### src/rtl/exe_stage_sync.sv
// -----------------------------------------------------------------------------
// exe_stage_sync
//
// Purpose:
//   Clocked execute stage that sits between decode and writeback. It accepts
//   one instruction per valid/ready handshake and evaluates it over a
//   programmable number of cycles. Each result is classified as a branch
//   (instruction == MAGIC) or a register write. Results go into a DEPTH-entry
//   output FIFO, so the downstream stage can stall without losing work.
//
// Ports:
//   clk            in   1       rising-edge clock
//   reset          in   1       asynchronous, active-high reset
//   in_req         in   1       upstream valid
//   in_ack         out  1       upstream ready (IDLE and not in reset)
//   instruction    in   DATA_W  captured on accept
//   lat_cfg        in   LAT_W   evaluation latency, captured on accept (0 -> 1)
//   out_req        out  1       result valid (FIFO not empty)
//   out_ack        in   1       downstream ready
//   target_address out  DATA_W  FIFO head: branch ? 0 : DFLT_TGT
//   qual_branch    out  1       FIFO head is a branch
//   qual_regwrite  out  1       FIFO head is a register write
//   busy           out  1       evaluating, holding, or FIFO not empty
//   br_count       out  16      saturating count of branch results pushed
//   op_count       out  16      saturating count of all results pushed
//
// Configuration macro:
//   EXE_STAGE_STATS_EN - when defined, br_count/op_count are live counters.
//                        When undefined, both ports are tied to 0 and no
//                        counter flops are built.
//
// The reset input is assumed to be released synchronously to clk by the
// surrounding reset network. Assertion may be asynchronous.
// -----------------------------------------------------------------------------
module exe_stage_sync #(
  parameter int          DATA_W   = 32,
  parameter logic [31:0] MAGIC    = 32'hCAFEBABE,
  parameter logic [31:0] DFLT_TGT = 32'hDEAFBEEF,
  parameter int          LAT_W    = 4,
  parameter int          DEPTH    = 2
) (
  input  logic              clk,
  input  logic              reset,
  input  logic              in_req,
  output logic              in_ack,
  input  logic [DATA_W-1:0] instruction,
  input  logic [LAT_W-1:0]  lat_cfg,
  output logic              out_req,
  input  logic              out_ack,
  output logic [DATA_W-1:0] target_address,
  output logic              qual_branch,
  output logic              qual_regwrite,
  output logic              busy,
  output logic [15:0]       br_count,
  output logic [15:0]       op_count
);

  localparam int PTR_W = (DEPTH > 1) ? $clog2(DEPTH) : 1;
  localparam int OCC_W = $clog2(DEPTH + 1);

  localparam logic [DATA_W-1:0] MAGIC_V  = MAGIC[DATA_W-1:0];
  localparam logic [DATA_W-1:0] DFLT_V   = DFLT_TGT[DATA_W-1:0];
  localparam logic [PTR_W-1:0]  LAST_PTR = PTR_W'(DEPTH - 1);
  localparam logic [OCC_W-1:0]  FULL_OCC = OCC_W'(DEPTH);
  localparam logic [LAT_W-1:0]  ONE_LAT  = LAT_W'(1);

  typedef enum logic [1:0] {
    IDLE = 2'd0,
    EVAL = 2'd1,
    HOLD = 2'd2
  } state_t;

  state_t            state;
  logic [LAT_W-1:0]  cnt;
  logic [DATA_W-1:0] inst_q;

  // Only the branch flag is stored per entry. Target and regwrite are
  // derived from it at the FIFO head.
  logic              fifo_br [DEPTH];
  logic [PTR_W-1:0]  wr_ptr;
  logic [PTR_W-1:0]  rd_ptr;
  logic [OCC_W-1:0]  occ;

  logic fifo_empty;
  logic fifo_full;
  logic pop;
  logic push_ok;
  logic push;
  logic res_branch;
  logic head_br;

  assign fifo_empty = (occ == '0);
  assign fifo_full  = (occ == FULL_OCC);
  assign pop        = !fifo_empty && out_ack;
  // A full FIFO can still take a result when its head leaves on the same edge.
  assign push_ok    = !fifo_full || pop;
  assign push       = (((state == EVAL) && (cnt == ONE_LAT)) || (state == HOLD)) && push_ok;
  // The result is always classified from the captured instruction.
  assign res_branch = (inst_q == MAGIC_V);

  assign in_ack = (state == IDLE) && !reset;
  assign busy   = (state != IDLE) || !fifo_empty;

  // Outputs read as zero whenever the FIFO is empty, which includes reset.
  assign head_br        = fifo_br[rd_ptr];
  assign out_req        = !fifo_empty;
  assign qual_branch    = !fifo_empty && head_br;
  assign qual_regwrite  = !fifo_empty && !head_br;
  assign target_address = (!fifo_empty && !head_br) ? DFLT_V : '0;

  // Control FSM: capture on accept, count down, then push or wait in HOLD.
  always_ff @(posedge clk or posedge reset) begin
    if (reset) begin
      state  <= IDLE;
      cnt    <= '0;
      inst_q <= '0;
    end else begin
      case (state)
        IDLE: begin
          if (in_req) begin
            inst_q <= instruction;
            cnt    <= (lat_cfg == '0) ? ONE_LAT : lat_cfg;
            state  <= EVAL;
          end
        end
        EVAL: begin
          if (cnt == ONE_LAT) begin
            cnt   <= '0;
            state <= push_ok ? IDLE : HOLD;
          end else begin
            cnt <= cnt - ONE_LAT;
          end
        end
        HOLD: begin
          if (push_ok) begin
            state <= IDLE;
          end
        end
        default: state <= IDLE;
      endcase
    end
  end

  // Circular result FIFO. Pointers wrap at DEPTH, so DEPTH need not be a power of two.
  always_ff @(posedge clk or posedge reset) begin
    if (reset) begin
      wr_ptr <= '0;
      rd_ptr <= '0;
      occ    <= '0;
      for (int i = 0; i < DEPTH; i++) begin
        fifo_br[i] <= 1'b0;
      end
    end else begin
      if (push) begin
        fifo_br[wr_ptr] <= res_branch;
        wr_ptr          <= (wr_ptr == LAST_PTR) ? '0 : wr_ptr + PTR_W'(1);
      end
      if (pop) begin
        rd_ptr <= (rd_ptr == LAST_PTR) ? '0 : rd_ptr + PTR_W'(1);
      end
      if (push && !pop) begin
        occ <= occ + OCC_W'(1);
      end else if (pop && !push) begin
        occ <= occ - OCC_W'(1);
      end
    end
  end

`ifdef EXE_STAGE_STATS_EN
  logic [15:0] br_cnt_q;
  logic [15:0] op_cnt_q;

  // Push statistics. Both counters stop at all-ones and never wrap.
  always_ff @(posedge clk or posedge reset) begin
    if (reset) begin
      br_cnt_q <= '0;
      op_cnt_q <= '0;
    end else if (push) begin
      if (op_cnt_q != 16'hFFFF) begin
        op_cnt_q <= op_cnt_q + 16'd1;
      end
      if (res_branch && (br_cnt_q != 16'hFFFF)) begin
        br_cnt_q <= br_cnt_q + 16'd1;
      end
    end
  end

  assign br_count = br_cnt_q;
  assign op_count = op_cnt_q;
`else
  assign br_count = 16'h0000;
  assign op_count = 16'h0000;
`endif

endmodule

### config.mk
export PLATFORM = sky130hd
export DESIGN_NAME = exe_stage_sync
export DESIGN_NICKNAME = d
export VERILOG_FILES = /design/src/rtl/exe_stage_sync.sv
export SDC_FILE = /design/constraint.sdc
export NUM_CORES = 1
export LEC_CHECK = 0
export BUFFER_PORTS_ARGS = -buffer_cell sky130_fd_sc_hd__buf_2
export CAP_MARGIN = 20
export CELL_PAD_IN_SITES_DETAIL_PLACEMENT = 1
export CELL_PAD_IN_SITES_GLOBAL_PLACEMENT = 2
export CORE_AREA = 8 8 106 108
export DETAILED_ROUTE_END_ITERATION = 7
export DIE_AREA = 0 0 114 116
export MAX_ROUTING_LAYER = met4
export PLACE_DENSITY_LB_ADDON = 0.1
export SYNTH_ARGS = -nofsm -noshare
export SYNTH_HDL_FRONTEND = slang
export SYNTH_SLANG_ARGS = --single-unit
### constraint.sdc
create_clock -name clk -period 2.7 [get_ports clk]
set_input_delay 0.27 -clock clk [delete_from_list [all_inputs] [get_ports clk]]
set_output_delay 0.27 -clock clk [all_outputs]
set_load 0.01 [all_outputs]
==> results.toml, run 1 <==
[critical_path]
end_kind = "flop"
cp_slowest_cell = "dfrtp_1"
crit_chain = "ha_1 > a31oi_1 > nor2_1 > ha_1 > xor2_1 > nor2_1 > xor2_1"
cp.required_ns = 2.92
cpPeakStageDelay_ns = 0.43
cp-start-kind = "flop"
arrival_ns = 2.05
cp_max_fo = 5
path_class = "flop to flop"

[grt]
grt_util_all_layers = 0.0892
grt_overflow_total = 0
grt_pass1_wl_mm = 9.13
grt_antenna_before_repair = 0
grt_max_degree = 45
grt_pass1_vias = 1896

[clock_tree]
clk_latency_ns = 0.30
clkTransAtPathRegs_ns = 0.09
clockRootBuffer = "clkbuf_8"
htree_levels = 2
numCtsBuffers = 5
cts_tree = "built"
cts_setup_buffers = 0
cts_buffer_depth = 2
cts.sinks = 44

[floorplan]
die_area_sq_um = 13200
placementRows = 36
fp.dieW_um = 114
io_pins = 109
die_height_um = 116
start_util = 0.255
core_area_sq_um = 9550

[route]
routedWlPerCell_um = 12.6
wl_mm = 5.77
ant_nets = 0
viasPerCell = 3.86
dr_total_vias = 1767
drc = 0
drtIter0Drc = 39
dr.pass1.iters = 4

[timing]
fin_crit_sh = 0.679
finalSetupTns_ns = 0
hold_viol = 0
finalCriticalPeriod_ns = 1.83
drv_slew = 0
rsz0062_at_grt = "no"
fin_worst_skew_ns = 0.00870
fmax_mhz = 545
setup_viol = 0
setup_slack_ns = 0.865
relSlewSlack = 0.657
worstMarginPinSlew_ns = 0.514

[flow_run]
drv_cap = 0

[pwr]
powerDensity_nw_per_um2 = 1050
max-vdd-ir-drop_uv = 282
cellLeakagePower_nw = 1.43

[cells_and_area]
area.growth.synth_to_final_pct = 11.5
drive_gt1_frac = 0.262
filler_cell_count = 1199
register_area_sq_um = 1100
antenna_cells = 0
multiInputGateArea_sq_um = 935
nets = 367

[logic_synthesis]
syn_area_sq_um = 2430
yosys.cell_types.count = 32
synthCells = 277
yosys_warnings = 0
synth-seq-cells = 44
ys_seq_area_frac = 0.453
syn_area_per_cell_sq_um = 8.78

[placement]
dp_slack_ns = 0.919
gp_congestion = 0.675
io_buffers = 69
place_hpwl_mm = 4.42

[outcome]
outcome = "complete, no violations"

[worst_hold_path]
hp-class = "primary input to flop"
where the power goes:
part	internal, mW	total (mW)	leakage (nW)	switching [mW]
Clock	0.208	0.433	0.0445	0.225
Combinational	0.522	1.27	0.846	0.751
Sequential	0.963	1.15	0.545	0.191
cells in the final DEF (no fill, tap or decap), drive strengths merged, types with 3 or more instances in the layout:
| cell type | count |
|---|---|
| buf | 73 |
| ha | 3 |
| nor2b | 4 |
| nand4b | 6 |
| clkbuf | 7 |
| xor2 | 3 |
| nor2 | 6 |
| nor3b | 3 |
| nand2 | 102 |
| o21ai | 4 |
| dfrtp | 44 |
| conb | 39 |
| inv | 5 |
| nor3 | 5 |
metrics by stage:
step	hold WS, ns	total power [mW]	std cells	area, sq um	utilization
after floorplan	0.375	2.35	315	2570	-
after global placement	0.452	2.45	448	2590	0.271
after detailed placement	0.460	2.47	448	2590	0.271
after CTS	0.153	2.92	456	2680	0.281
after global routing	0.150	3.13	458	2710	0.284
final	0.158	2.86	458	2710	0.284
timing repair:
| action | in CTS | in global routing |
|---|---|---|
| hold endpoints to repair | 0 | 2 |
| hold buffers | 0 | 1 |
| resized for setup | 0 | 0 |
final timing paths:
kind / start / endpoint / slack [ns] / cells after the start
min in group asynchronous: reset / cnt[3] / 0.39 / 3
setup / recovery: cnt[0] / occ[1] / 0.87 / 7
max in group asynchronous: reset / inst_q[15] / 1.88 / 4
setup reg to reg: cnt[0] / occ[1] / 0.87 / 7
hold / removal: instruction[8] / inst_q[8] / 0.16 / 3
hold reg to reg: inst_q[26] / inst_q[26] / 0.47 / 2
cell families after synthesis:
kind of cell,Yosys count,synth area share
xor gates and xnor gates,5,0.0180
AOI/OAI and AO/OA,11,0.0345
DFF,44,0.453
buffers and inverters,77,0.222
muxes,2,0.00823
adders and majority gates,3,0.0154
other,1,0.00154
and+or+nand+nor,134,0.248
layer usage:
metal  up-vias  global-route usage  wire, um
met5         -                   -         0
met3         6              0.0328       563
met4         0              0.0373        93
met2        75               0.133      2480
met1       821               0.106      2640
li1        865                   -         -
layout make-up:
type,instances,area share
Sequential cell,44,0.406
Multi-Input combinational cell,194,0.345
Timing Repair Buffer,74,0.147
Tap cell,133,0.0613
Clock buffer,7,0.0318
Inverter,5,0.00692
Clock inverter,1,0.00277
cells in the mapped netlist:
cell type,n,area (sq um)
o21ai_0,2,10.0
xnor2_1,2,17.5
nor3b_1,3,22.5
nor3_1,5,25.0
nand4b_1,6,52.6
nand2b_2,1,8.76
or3b_1,1,8.76
o22ai_1,1,6.26
a221o_1,2,20.0
nor2b_1,4,25.0
o31ai_1,1,7.51
xor2_1,3,26.3
nor2_1,6,22.5
clkbuf_1,5,18.8
dfrtp_1,44,1100
nand2b_1,1,6.26
and2_1,1,6.26
nor4_1,2,12.5
buf_4,64,480
mux2i_1,2,20.0
o221ai_1,1,8.76
conb_1,1,3.75
buf_2,2,10.0
a21o_1,1,7.51
ha_1,3,37.5
nand4bb_1,2,22.5
nand2_4,1,11.3
o21ai_2,2,17.5
a31oi_1,1,6.26
inv_1,5,18.8
nand2_1,101,379
buf_6,1,11.3
flip-flops by register name (all words and copies together), names as in the netlist:
| signal | flops |
|---|---|
| state | 2 |
| inst_q | 32 |
| rd_ptr | 1 |
| occ | 2 |
| wr_ptr | 1 |
| fifo_br | 2 |
| cnt | 4 |
worst max-delay path, delay by kind of cell (launching register included):
family | cells | cell delay (ns)
fa+ha+maj | 2 | 0.46
xor+xnor | 2 | 0.29
flops | 1 | 0.43
compound gates | 1 | 0.35
simple gates | 2 | 0.24
Power figures use the tool's default switching activity.
==> inputs of run 2 (changes only) <==
- CORE_AREA: 8 8 106 108 -> 8 8 110 112
- DIE_AREA: 0 0 114 116 -> 0 0 118 120
- clock period: 2.7 -> 1.6 ns (I/O delays scaled with it)
==> results.toml, run 2 (synthesized netlist as in run 1, its figures left out) <==
[route]
ant_nets = 0
dr.pass1.iters = 4
viasPerCell = 3.83
routedWlPerCell_um = 13.3
drtIter0Drc = 39
dr_total_vias = 1829
drc = 0
wl_mm = 6.36

[outcome]
outcome = "finished, violations left"
violations = "setup timing"

[critical_path]
path_class = "flop to output pin"
crit_chain = "mux2i_4 > nor2b_4 > buf_2"
r2r_slack_ns = 0.07
cp_slowest_cell = "dfrtp_2"
cp-start-kind = "flop"
cpPeakStageDelay_ns = 0.40
arrival_ns = 1.46
cp.required_ns = 1.44
cp_max_fo = 6
end_kind = "output pin"

[cells_and_area]
largest_register_ffs = 32
mostFrequentLayoutCells = "nand2_1, buf_2, dfrtp_1, conb_1, buf_4"
nets = 379
utilization = 0.281
filler_cell_count = 1256
final_cells = 477
top_register = "inst_q"
register_area_sq_um = 1100
layout.cells.most_common = "nand2_1"
drive_gt1_frac = 0.326
area.growth.synth_to_final_pct = 21.6
antenna_cells = 0
reg_top3 = "inst_q (32), cnt (4)"
multiInputGateArea_sq_um = 1050

[grt]
grt_max_degree = 45
grt_antenna_before_repair = 0
met2_usage = 0.155
grt_pass1_wl_mm = 10.5
grt-busiest-layer = "met2"
use_met3 = 0.0216
grt_overflow_total = 0
use_met1 = 0.105
grt_pass1_vias = 2111
grt_util_all_layers = 0.0910

[timing]
fmax_mhz = 618
fin_worst_skew_ns = 0.00515
setup_slack_ns = -0.0175
hold_ws_ns = 0.0612
setup_viol = 10
hold_viol = 0
finalCriticalPeriod_ns = 1.62
drv_slew = 0
fin_crit_sh = 1.01
finalSetupTns_ns = -0.112
rsz0062_at_grt = "yes"

[floorplan]
io_pins = 109
placementRows = 38
core_area_sq_um = 10500
die_height_um = 120
start_util = 0.231
die_area_sq_um = 14200
fp.dieW_um = 118

[clock_tree]
clkTransAtPathRegs_ns = 0.08
numCtsBuffers = 5
cts_buffer_depth = 2
htree_levels = 2
cts.sinks = 44
clk_latency_ns = 0.28
clockRootBuffer = "clkbuf_8"
cts_tree = "built"

[pwr]
cellLeakagePower_nw = 1.54
max-vdd-ir-drop_uv = 614
power.net_switching_mw = 2.13
comb_power_share = 0.502
powerDensity_nw_per_um2 = 1810
sw_frac_of_total = 0.399
pwr-share-clk = 0.131
p_seq_frac = 0.367
power_mw = 5.35
p_int_mw = 3.22

[placement]
place_hpwl_mm = 4.45
io_buffers = 69
gp_congestion = 0.682
dp.cells = 460

[flow_run]
drv_cap = 0

[worst_hold_path]
hp-class = "primary input to flop"
-- run 2: final cells by class --
type                    count  share of cell area
flip-flops and latches     44               0.373
repair buffers             83               0.177
inverters                   5             0.00635
well taps                 140              0.0592
multi-input cells         197               0.354
clock buffers               8              0.0305
-- run 2: critical path, delay by kind of cell (launching register included) --
family / cells / cell delay (ns)
buffers and inverters: 1 / 0.16
DFF: 1 / 0.40
muxes: 1 / 0.33
and+or+nand+nor: 1 / 0.28
-- run 2: repair_timing --
action / CTS / global route
buffers inserted: 2 / 2
setup endpoints to repair: 27 / 60
hold endpoints to repair: 44 / 0
hold buffers: 1 / 0
gates resized for setup: 16 / 9
cloned: 3 / 1
pin swaps: 3 / 1
-- run 2: path summary, 6_finish.rpt --
path | to | from | cells after the start
setup / recovery | target_address[3] | rd_ptr | 3
hold reg to reg | inst_q[24] | inst_q[24] | 2
setup reg to reg | occ[1] | state[1] | 7
min in group asynchronous | wr_ptr | reset | 4
hold / removal | inst_q[17] | instruction[17] | 3
max in group asynchronous | rd_ptr | reset | 4
-- run 2: power by group through the flow --
| stage | Combinational [mW] | Sequential (mW) | Clock [mW] |
|---|---|---|---|
| after floorplan | 2.09 | 1.87 | 0 |
| after global placement | 2.30 | 1.95 | 0 |
| after detailed placement | 2.33 | 1.95 | 0 |
| after CTS | 2.62 | 1.96 | 0.753 |
| after global routing | 3.04 | 2.04 | 0.788 |
| final | 2.68 | 1.96 | 0.701 |
-- run 2: through the flow --
stage | setup WS, ns | cell area [sq um]
after floorplan | 0.0488 | 2590
after global placement | 0.0404 | 2670
after detailed placement | -0.0188 | 2670
after CTS | -0.0734 | 2900
after global routing | -0.109 | 2960
final | -0.0175 | 2960
-- run 2: layer usage --
layer	share of wire	vias to the layer above
li1	-	890
met5	0	-
met4	0.0069	0
met1	0.47	884
met3	0.038	2
met2	0.49	53
